File: src/rtl/lc3b_types.sv
// Shared LC-3b types: memory-unit sequencer states and the latched request bundle.
package lc3b_types;

    typedef enum logic [1:0] {
        S_IDLE,
        S_PTR,
        S_ACCESS,
        S_DONE
    } lc3b_mem_state;

    typedef struct packed {
        logic write;
        logic byte_mode;
        logic indirect;
    } lc3b_mem_req;

endpackage

File: src/rtl/lc3b_mem_unit_byte_steer.sv
// Byte-lane steering: store replication, byte-enable decode, load lane select
// and sign extension. Purely combinational.
module byte_steer #(
    parameter int WIDTH = 16,
    localparam int NB = WIDTH / 8,
    localparam int LW = $clog2(NB)
) (
    input  logic             byte_mode,
    input  logic [LW-1:0]    lane,
    input  logic [WIDTH-1:0] wdata,
    input  logic [WIDTH-1:0] mem_rdata,
    output logic [WIDTH-1:0] wdata_steered,
    output logic [NB-1:0]    lane_be,
    output logic [WIDTH-1:0] rdata_ext
);

    logic [7:0] sel;

    always_comb begin
        wdata_steered = byte_mode ? {NB{wdata[7:0]}} : wdata;
        lane_be       = byte_mode ? (NB'(1) << lane) : '1;
        sel           = mem_rdata[{lane, 3'b000} +: 8];
        rdata_ext     = byte_mode ? {{(WIDTH-8){sel[7]}}, sel} : mem_rdata;
    end

endmodule

File: src/rtl/lc3b_mem_unit.sv
// LC-3b memory access unit: sequences one word/byte, direct/indirect
// load or store through the memory handshake.
module lc3b_mem_unit
    import lc3b_types::*;
#(
    parameter int WIDTH      = 16,
    parameter int ADDR_WIDTH = 16
) (
    input  logic                  clk,
    input  logic                  reset,
    input  logic                  req,
    input  logic                  write,
    input  logic                  byte_mode,
    input  logic                  indirect,
    input  logic [ADDR_WIDTH-1:0] addr,
    input  logic [WIDTH-1:0]      wdata,
    output logic [WIDTH-1:0]      rdata,
    output logic                  busy,
    output logic                  done,
    output logic [ADDR_WIDTH-1:0] mem_address,
    output logic [WIDTH-1:0]      mem_wdata,
    output logic                  mem_read,
    output logic                  mem_write,
    output logic [WIDTH/8-1:0]    mem_byte_enable,
    input  logic [WIDTH-1:0]      mem_rdata,
    input  logic                  mem_resp
);

    localparam int NB = WIDTH / 8;
    localparam int LW = $clog2(NB);

    lc3b_mem_state         state_q, state_d;
    lc3b_mem_req           req_q, req_d;
    logic [ADDR_WIDTH-1:0] addr_q, addr_d;
    logic [WIDTH-1:0]      wdata_q, wdata_d;
    logic [WIDTH-1:0]      rdata_q, rdata_d;
    logic [WIDTH-1:0]      st_wdata, ld_data;
    logic [NB-1:0]         lane_be;

    byte_steer #(.WIDTH(WIDTH)) u_steer (
        .byte_mode     (req_q.byte_mode),
        .lane          (addr_q[LW-1:0]),
        .wdata         (wdata_q),
        .mem_rdata     (mem_rdata),
        .wdata_steered (st_wdata),
        .lane_be       (lane_be),
        .rdata_ext     (ld_data)
    );

    always_ff @(posedge clk) begin
        if (reset) begin
            state_q <= S_IDLE;
            req_q   <= '0;
            addr_q  <= '0;
            wdata_q <= '0;
            rdata_q <= '0;
        end else begin
            state_q <= state_d;
            req_q   <= req_d;
            addr_q  <= addr_d;
            wdata_q <= wdata_d;
            rdata_q <= rdata_d;
        end
    end

    always_comb begin
        state_d = state_q;
        req_d   = req_q;
        addr_d  = addr_q;
        wdata_d = wdata_q;
        rdata_d = rdata_q;
        case (state_q)
            S_IDLE: begin
                if (req) begin
                    req_d.write     = write;
                    req_d.byte_mode = byte_mode;
                    req_d.indirect  = indirect;
                    wdata_d         = wdata;
                    // Pointer reads and word accesses are always word-aligned.
                    if (byte_mode && !indirect)
                        addr_d = addr;
                    else
                        addr_d = {addr[ADDR_WIDTH-1:LW], {LW{1'b0}}};
                    state_d = indirect ? S_PTR : S_ACCESS;
                end
            end
            S_PTR: begin
                if (mem_resp) begin
                    if (req_q.byte_mode)
                        addr_d = mem_rdata[ADDR_WIDTH-1:0];
                    else
                        addr_d = {mem_rdata[ADDR_WIDTH-1:LW], {LW{1'b0}}};
                    state_d = S_ACCESS;
                end else if (!req_q.indirect) begin
                    state_d = S_ACCESS;
                end
            end
            S_ACCESS: begin
                if (mem_resp) begin
                    if (!req_q.write)
                        rdata_d = ld_data;
                    state_d = S_DONE;
                end
            end
            default: state_d = S_IDLE;
        endcase
    end

    always_comb begin
        mem_read        = 1'b0;
        mem_write       = 1'b0;
        mem_byte_enable = '0;
        case (state_q)
            S_PTR: begin
                mem_read        = 1'b1;
                mem_byte_enable = '1;
            end
            S_ACCESS: begin
                mem_read        = !req_q.write;
                mem_write       = req_q.write;
                mem_byte_enable = lane_be;
            end
            default: ;
        endcase
    end

    assign busy        = (state_q != S_IDLE);
    assign done        = (state_q == S_DONE);
    assign rdata       = rdata_q;
    assign mem_address = addr_q;
    assign mem_wdata   = st_wdata;

endmodule
File: config.mk
export PLATFORM = sky130hd
export DESIGN_NAME = lc3b_mem_unit
export DESIGN_NICKNAME = d
export VERILOG_FILES = /design/src/rtl/lc3b_types.sv /design/src/rtl/lc3b_mem_unit_byte_steer.sv /design/src/rtl/lc3b_mem_unit.sv
export SDC_FILE = /design/constraint.sdc
export NUM_CORES = 1
export LEC_CHECK = 0
export CELL_PAD_IN_SITES_DETAIL_PLACEMENT = 1
export CELL_PAD_IN_SITES_GLOBAL_PLACEMENT = 2
export CORE_ASPECT_RATIO = 0.9
export CORE_UTILIZATION = 24
export CTS_CLUSTER_DIAMETER = 30
export DETAILED_ROUTE_END_ITERATION = 10
export HOLD_SLACK_MARGIN = 0.1
export PLACE_DENSITY_LB_ADDON = 0.1
export SKIP_LAST_GASP = 1
export SYNTH_ARGS = -nofsm -noshare
export SYNTH_HDL_FRONTEND = slang
export SYNTH_HIERARCHICAL = 1
export SYNTH_SLANG_ARGS = --single-unit
File: constraint.sdc
create_clock -name clk -period 2 [get_ports clk]
set_input_delay 0.6 -clock clk [delete_from_list [all_inputs] [get_ports clk]]
set_output_delay 0.6 -clock clk [all_outputs]
set_load 0.02 [all_outputs]
After elaboration in Yosys (flattened, before gate mapping) --
Cells that the tools add are included.
Word-level totals: register bits after elaboration 53
Cells by class: equal/unequal tests 7, shift-type cells 2, mux-type cells 17, bitwise logic cells 1, reductions and logical operators 10
Operator list (number):
- $mux W16 | 4
- $pmux W16 S2 | 1
- $shiftx A16 B5 Y8 | 1
- $mux W2 | 6
- $reduce_and A3 Y1 | 3
- $ne A2 B2 Y1 const B | 3
- $pmux W2 S3 | 1
- $eq A2 B2 Y1 const B | 2
- $pmux W2 S2 | 1
- $reduce_bool A2 Y1 | 2
- $mux W1 | 3
- $ne A3 B3 Y1 const B | 1
- $eq A2 B1 Y1 const B | 1
- $logic_not A1 Y1 | 2
- $logic_not A2 Y1 | 1
- $pmux W1 S2 | 1
- $reduce_and A2 Y1 | 1
- $shl A1 B1 Y2 const A | 1
- $logic_and A1 B1 Y1 | 1
- $not A1 Y1 | 1

Depth between registers and ports, before layout --
Gate-level depths: netlist of run 1.
depth after elaboration 5, mapped depth 8

Hierarchy --
The synthesis of run 1 kept the hierarchy.
By module, submodules not included:
- lc3b_mem_unit | times used 1, cells each 260, area each 2259.7 um^2
- byte_steer | times used 1, cells each 45, area each 379.1 um^2

Least setup slack after synthesis of run 1 --
Ideal clock, no wire load.
kind reg-to-output, start reg state_q[1], end out mem_byte_enable[0], data arrival time 1170 ps, required time 1400 ps, slack 230 ps, cell stages (with the launch flop) 4, path buffers 0, cell sequence dfxtp_1 inv_1 ha_1 nor2b_1
Between the ends: word-level cells in the longest chain between the ends 2, elaborated cells between the ends (all ways) 3, classes of those cells eq/ne: 2; mux: 1
RTL lines:
- start, declared | line lc3b_mem_unit.sv:32 | lc3b_mem_state state_q, state_d;
- start signal, assigned | line lc3b_mem_unit.sv:58 | state_q <= state_d;
- $eq A2 B2 Y1 / $eq A2 B1 Y1 (equally long branches) | line lc3b_mem_unit.sv:113 | case (state_q)
- $pmux W2 S2 (*) | line lc3b_mem_unit.sv:113
- end, declared | line lc3b_mem_unit.sv:24 | output logic [WIDTH/8-1:0] mem_byte_enable,
Mark *: on every way between the ends. The rest lies on a longest branch, timed or not.

Final worst setup path of run 1 --
start reg state_q[1], end out mem_read
Between the ends: word-level cells in the longest chain between the ends 2, elaborated cells between the ends (all ways) 3, classes of those cells eq/ne: 2; mux: 1
RTL lines:
- $eq A2 B2 Y1 / $eq A2 B1 Y1 (equally long branches) | line lc3b_mem_unit.sv:113
- $pmux W1 S2 (*) | line lc3b_mem_unit.sv:113
- end, declared | line lc3b_mem_unit.sv:22 | output logic mem_read,
Marks and branches as above.

==> qor.yml, run 1 <==
route:
  ant_nets: 0
  drt_iter0_drc: 37
  drc_errors: 0
  firstDrtPassIters: 3
  viasPerCell: 4.442
  via_count: 2421
  wl_per_cell_um: 15.75
  drt-total-wl_um: 8585
critical_path:
  crit_fanout: 4
  crit_family: "flip-flops"
  cp.depth: 5
  cp-startpoint: "state_q[1]$_SDFFE_PP0P_"
  cp_data_required_time_ps: 1400
  worst-path-buf-inv: 3
  ff2ff_setup_slack_ps: 290
  cp_slowest_cell: "dfxtp_2"
  cp-endpoint: "mem_read"
  worstPathCellList: "inv_1 > buf_4 > ha_2 > o21a_1 > clkbuf_2"
  worst-r2r-cell-count: 8
  cp-start-kind: "register"
  r2r_start: "state_q[1]$_SDFFE_PP0P_"
  arrival_ps: 1360
  critical-path-max-stage-delay_ps: 350
  rr_endpoint: "mem_address[13]$_SDFFE_PP0P_"
  end_kind: "primary output"
  critPathKind: "register to primary output"
sta:
  drv_slew: 0
  worst_slack_ps: 43.59
  rsz0062_at_grt: "yes"
  fin_skew_ps: 6.403
  layout_min_cycle_time_ps: 1956
  finalCritPeriodShare_pct: 97.82
  fin_tns_setup_ps: 0
  worst_pin_slew_ps: 358.4
  setup_viol_count_final: 0
  fmax_ghz: 0.5111
  hold_viol: 0
  slew-limit-headroom_pct: 75.64
layout:
  seqCellArea_mm2: 0.001064
  drive_gt1_share_pct: 20.43
  final_cell_count_no_fill: 545
  n_antenna_cell: 0
  area_growth_pct: 54.01
  fill_cells: 1241
  nets: 478
  multi_input_area_mm2: 0.001393
placement:
  place_ws_ps: -109.2
  dp.cells: 538
  dpl.hpwl_um: 6486
  port_buffers: 108
  globalplace.congestion: 0.7280
clock_tree:
  cts_tree: "built"
  numCtsBuffers: 5
  cts_root_buffer: "clkbuf_16"
  clk_pin_slew_worst_paths_ps: 60
  clk_path_buf_depth: 2
  post_cts_buffers: 0
  h-tree-depth: 2
  clk_latency_ps: 280
  clock_sinks: 53
flow_run:
  cap_viol_max_count: 0
min_path:
  hold_path_class: "register to register"
global_route:
  grt_max_degree: 33
  overflow: 0
  grt_antenna_before_repair: 0
  grt_pass1_wl_um: 13400
  grt_pass1_vias: 2529
  grt_use_total_pct: 15.22
synth:
  netlist_instances: 305
  syn-cell-area_mm2: 0.002639
  synth_nets: 367
  ys_seq_area_share_pct: 40.21
  syn-mean-instance-area_um2: 8.652
  synthDistinctLibCells: 30
  yosys_warnings: 6
  ys_seq_elements: 53
floorplanning:
  initial_core_util_pct: 25.21
  row_count: 35
  core_area_mm2: 0.01047
  die_area_mm2: 0.01142
  pin_count: 109
  die_width_um: 112.5
  die_y_um: 101.5
power:
  power_density_mw_per_mm2: 1359
  peakVddDrop_mv: 0.5159
  p_leak_uw: 0.001539
run_status:
  status: "completed"
## Yosys cell counts
cell type | count | share of area, %
a211oi_1 | 2 | 0.57
a211oi_2 | 14 | 6.6
a21oi_1 | 49 | 9.3
a21oi_4 | 1 | 0.62
a31oi_1 | 1 | 0.24
and2_1 | 2 | 0.47
buf_1 | 1 | 0.14
buf_2 | 4 | 0.76
buf_4 | 10 | 2.8
buf_6 | 4 | 1.7
clkbuf_1 | 7 | 1.0
clkbuf_2 | 1 | 0.19
dfxtp_1 | 53 | 40
ha_1 | 7 | 3.3
inv_1 | 4 | 0.57
inv_2 | 1 | 0.14
mux2_2 | 17 | 7.3
mux2i_1 | 16 | 6.1
mux2i_2 | 1 | 0.52
nand2_1 | 74 | 11
nand2_4 | 1 | 0.43
nand2b_4 | 1 | 0.52
nor2_1 | 23 | 3.3
nor2_4 | 1 | 0.43
nor2b_1 | 3 | 0.71
nor3_1 | 2 | 0.38
o21a_1 | 1 | 0.28
o21ai_0 | 1 | 0.19
o22ai_1 | 1 | 0.24
or3_1 | 2 | 0.47
## layer usage
| metal | GRT usage [%] | share of wire [%] | up-vias |
|---|---|---|---|
| li1 | - | - | 1238 |
| met1 | 21.00 | 50 | 1126 |
| met2 | 24.61 | 46 | 55 |
| met3 | 3.052 | 4.0 | 2 |
| met4 | 3.385 | 0.52 | 0 |
| met5 | 0 | 0 | - |
## cell usage in the layout, fill, tap and decap left out
cell type	instances
buf_2	3
ha_1	5
o21ai_0	1
ha_2	2
a31oi_1	1
clkdlybuf4s15_2	1
a21oi_2	1
inv_2	1
a21oi_1	48
clkdlybuf4s50_1	92
a21oi_4	1
clkinvlp_4	1
nand2b_4	1
dlygate4sd2_1	3
clkbuf_8	1
o21a_1	1
nor3_1	2
clkbuf_2	8
nor2b_1	3
a211oi_2	14
and2_1	2
nor2_4	1
nor2_1	23
a211oi_1	2
nand2_4	1
buf_4	17
nand2_1	74
mux2_2	17
mux2i_2	1
mux2i_1	16
buf_12	7
dfxtp_2	2
inv_1	4
dfxtp_1	51
o22ai_1	1
clkbuf_16	5
or3_1	2
## worst register-to-register path, stage by stage, from the launching register on
cell,delay (ps)
dfxtp_2,350
inv_1,60
buf_4,130
ha_1,230
mux2i_1,170
a21oi_4,160
buf_12,220
nor2_1,60
a211oi_1,230
## layout make-up
type                            count  share of cell area (%)
Clock buffer                        6                   3.417
Sequential cell                    53                   26.17
Timing Repair Buffer              131                   31.53
Multi-Input combinational cell    220                   34.27
Clock inverter                      1                  0.1847
Tap cell                          129                   3.972
Inverter                            5                  0.4618
## metrics by stage
step           instance area, um^2  power [uW]  hold WS [ps]  utilization, %
3_3_place_gp                  3961        4729         442.5           37.85
5_1_grt                       4064        5920         493.9           38.83
6_report                      4064        5524         456.0           38.83
4_1_cts                       4100        5638         460.3           39.18
2_1_floorplan                 2639        3471         433.8               -
3_5_place_dp                  3961        4785         450.3           37.85
## sequential cells by signal, summed over array words and instances, names as in the netlist
register / count
mem_address: 16
req_q: 3
wdata_q: 16
state_q: 2
rdata: 16
## report_power, final
part / internal [uW] / switching, uW
registers: 1360 / 184
logic: 1450 / 1660
clock network: 492 / 374
## worst min path at each step
| stage | start | endpoint | slack [ps] | depth (start not counted) |
|---|---|---|---|---|
| after floorplan | wdata_q[10]$_SDFFE_PP0P_ | wdata_q[10]$_SDFFE_PP0P_ | 430 | 2 |
| after global placement | rdata[0]$_SDFFE_PP0P_ | rdata[0]$_SDFFE_PP0P_ | 440 | 2 |
| after detailed placement | rdata[12]$_SDFFE_PP0P_ | rdata[12]$_SDFFE_PP0P_ | 450 | 2 |
| after CTS | req_q[0]$_SDFFE_PP0P_ | req_q[0]$_SDFFE_PP0P_ | 460 | 2 |
| after global routing | rdata[12]$_SDFFE_PP0P_ | rdata[12]$_SDFFE_PP0P_ | 490 | 2 |
| final | req_q[0]$_SDFFE_PP0P_ | req_q[0]$_SDFFE_PP0P_ | 460 | 2 |
## kinds of logic (layout without fill, tap and decap cells)
| family | after synthesis | after routing | synth area share [%] |
|---|---|---|---|
| AOI/OAI and AO/OA | 70 | 70 | 18.07 |
| buffers and inverters | 32 | 143 | 7.349 |
| and+or+nand+nor | 109 | 109 | 17.21 |
| adders and majority gates | 7 | 7 | 3.319 |
| DFF | 53 | 53 | 40.21 |
| muxes | 34 | 34 | 13.85 |
## repair_timing
item	4_1_cts	5_1_grt
resized for setup	35	13
hold buffers	0	0
setup endpoints to repair	15	11
Power figures use the tool's default switching activity.
==> run 2, diff against run 1 <==
Settings changed: RECOVER_POWER set to 100, SKIP_LAST_GASP 1 to unset.
==> qor.yml, run 2 (synthesized netlist as in run 1, its figures left out) <==
sta:
  slew-limit-headroom_pct: 73.26
  fin_tns_setup_ps: 0
  fin_skew_ps: 5.525
  rsz0062_at_grt: "no"
  setup_viol_count_final: 0
  worst_pin_slew_ps: 401.1
  finalCritPeriodShare_pct: 97.25
  drv_slew: 0
  layout_min_cycle_time_ps: 1945
  fmax_ghz: 0.5141
  hold_viol: 0
  worst_slack_ps: 54.98
  holdWs_ps: 455.8
layout:
  area_growth_pct: 52.11
  n_antenna_cell: 0
  utilization_pct: 38.35
  nets: 478
  seqCellArea_mm2: 0.001065
  final_common_cell: "nand2_1"
  multi_input_area_mm2: 0.001388
  layout_common_cells: "74 x nand2_1, 54 x clkdlybuf4s50_1, 50 x dfxtp_1, 48 x a21oi_1, 38 x dlygate4sd3_1"
  stdcell_area_mm2: 0.004014
  fill_cells: 1256
  drive_gt1_share_pct: 18.27
power:
  internal_power_uw: 3170
  p_leak_uw: 0.001602
  power_density_mw_per_mm2: 1336
  p_sw_share_pct: 40.86
  peakVddDrop_mv: 0.4934
  p_comb_share_pct: 55.0
  pwr-share-seq_pct: 28.8
  p_clk_share_pct: 16.2
  p_sw_uw: 2191
clock_tree:
  cts_resized: 39
  clk_pin_slew_worst_paths_ps: 70
  clk_latency_ps: 280
  post_cts_buffers: 0
  clock_sinks: 53
  cts_hold_buf: 0
  cts_root_buffer: "clkbuf_16"
  cts_tree: "built"
  numCtsBuffers: 5
  h-tree-depth: 2
  clk_path_buf_depth: 2
route:
  drc_errors: 0
  ant_nets: 0
  drt-total-wl_um: 8607
  wl_met3_um: 345
  drt_iter0_drc: 45
  via_count: 2424
  firstDrtPassIters: 3
  top_layer: "met4"
  viasPerCell: 4.448
  wl_per_cell_um: 15.79
  wl_met1_um: 4357
  route.met2.wl_um: 3858
global_route:
  grt_pass1_wl_um: 13420
  grt_antenna_before_repair: 0
  overflow: 0
  grt_max_degree: 33
  grt_use_total_pct: 15.24
  grt_pass1_vias: 2533
floorplanning:
  die_width_um: 112.5
  initial_core_util_pct: 25.21
  die_area_mm2: 0.01142
  row_count: 35
  pin_count: 109
  die_y_um: 101.5
  core_area_mm2: 0.01047
placement:
  dpl.hpwl_um: 6486
  placed_area_mm2: 0.003961
  port_buffers: 108
  globalplace.congestion: 0.7280
  place_ws_ps: -109.2
critical_path:
  cp_data_required_time_ps: 1400
  worstPathCellList: "buf_12 > mux2_2 > clkdlybuf4s15_2"
  arrival_ps: 1350
  crit_family: "buffers and inverters"
  worst-path-buf-inv: 2
  crit_fanout: 9
  cp_slowest_cell: "dfxtp_2"
  r2r_start: "state_q[1]$_SDFFE_PP0P_"
  critical-path-max-stage-delay_ps: 350
  cp-start-kind: "register"
  cp-startpoint: "req_q[1]$_SDFFE_PP0P_"
  critPathKind: "register to primary output"
  end_kind: "primary output"
flow_run:
  cap_viol_max_count: 0
min_path:
  hold_path_class: "register to register"
  worstHoldStart: "rdata[6]$_SDFFE_PP0P_"
run_status:
  status: "completed"
==> run 2: power groups by stage <==
stage / logic [uW] / registers [uW] / clock network (uW)
after CTS: 3180 / 1550 / 913
after global routing: 3230 / 1580 / 946
after detailed placement: 3220 / 1570 / 0
after floorplan: 1660 / 1810 / 0
after global placement: 3170 / 1560 / 0
final: 2950 / 1540 / 867
==> run 2: per-layer routing <==
| metal | track usage, % | vias up |
|---|---|---|
| met5 | 0 | - |
| met4 | 3.385 | 0 |
| met3 | 3.052 | 2 |
| met2 | 24.70 | 55 |
| met1 | 21.00 | 1127 |
| li1 | - | 1240 |
==> run 2: layout make-up <==
class,count,share of cell area (%)
well taps,129,4.021
clock buffers,6,3.460
multi-input cells,220,34.57
repair buffers,131,30.77
flip-flops and latches,53,26.53
clock inverters,1,0.1870
inverters,5,0.4676
==> run 2: worst paths after layout <==
kind,end,slack [ps],cells past startpoint
setup / recovery,mem_wdata[9],50,3
hold / removal,rdata[6]$_SDFFE_PP0P_,460,2
setup reg to reg,mem_address[15]$_SDFFE_PP0P_,260,8
hold reg to reg,rdata[6]$_SDFFE_PP0P_,460,2
==> run 2: metrics by stage <==
step	std cells	power, uW
final	545	5361
after global routing	545	5755
after CTS	545	5638
after detailed placement	538	4785
after global placement	538	4729
after floorplan	305	3471
==> run 2: worst register-to-register path: cells and delay by family, from the launching register on <==
family | cells | cell delay [ps]
AO/OA/AOI/OAI | 2 | 420
buffers and inverters | 3 | 400
flip-flops | 1 | 360
adder cells (fa/ha/maj) | 1 | 250
multiplexers | 1 | 170
AND/OR/NAND/NOR | 1 | 60
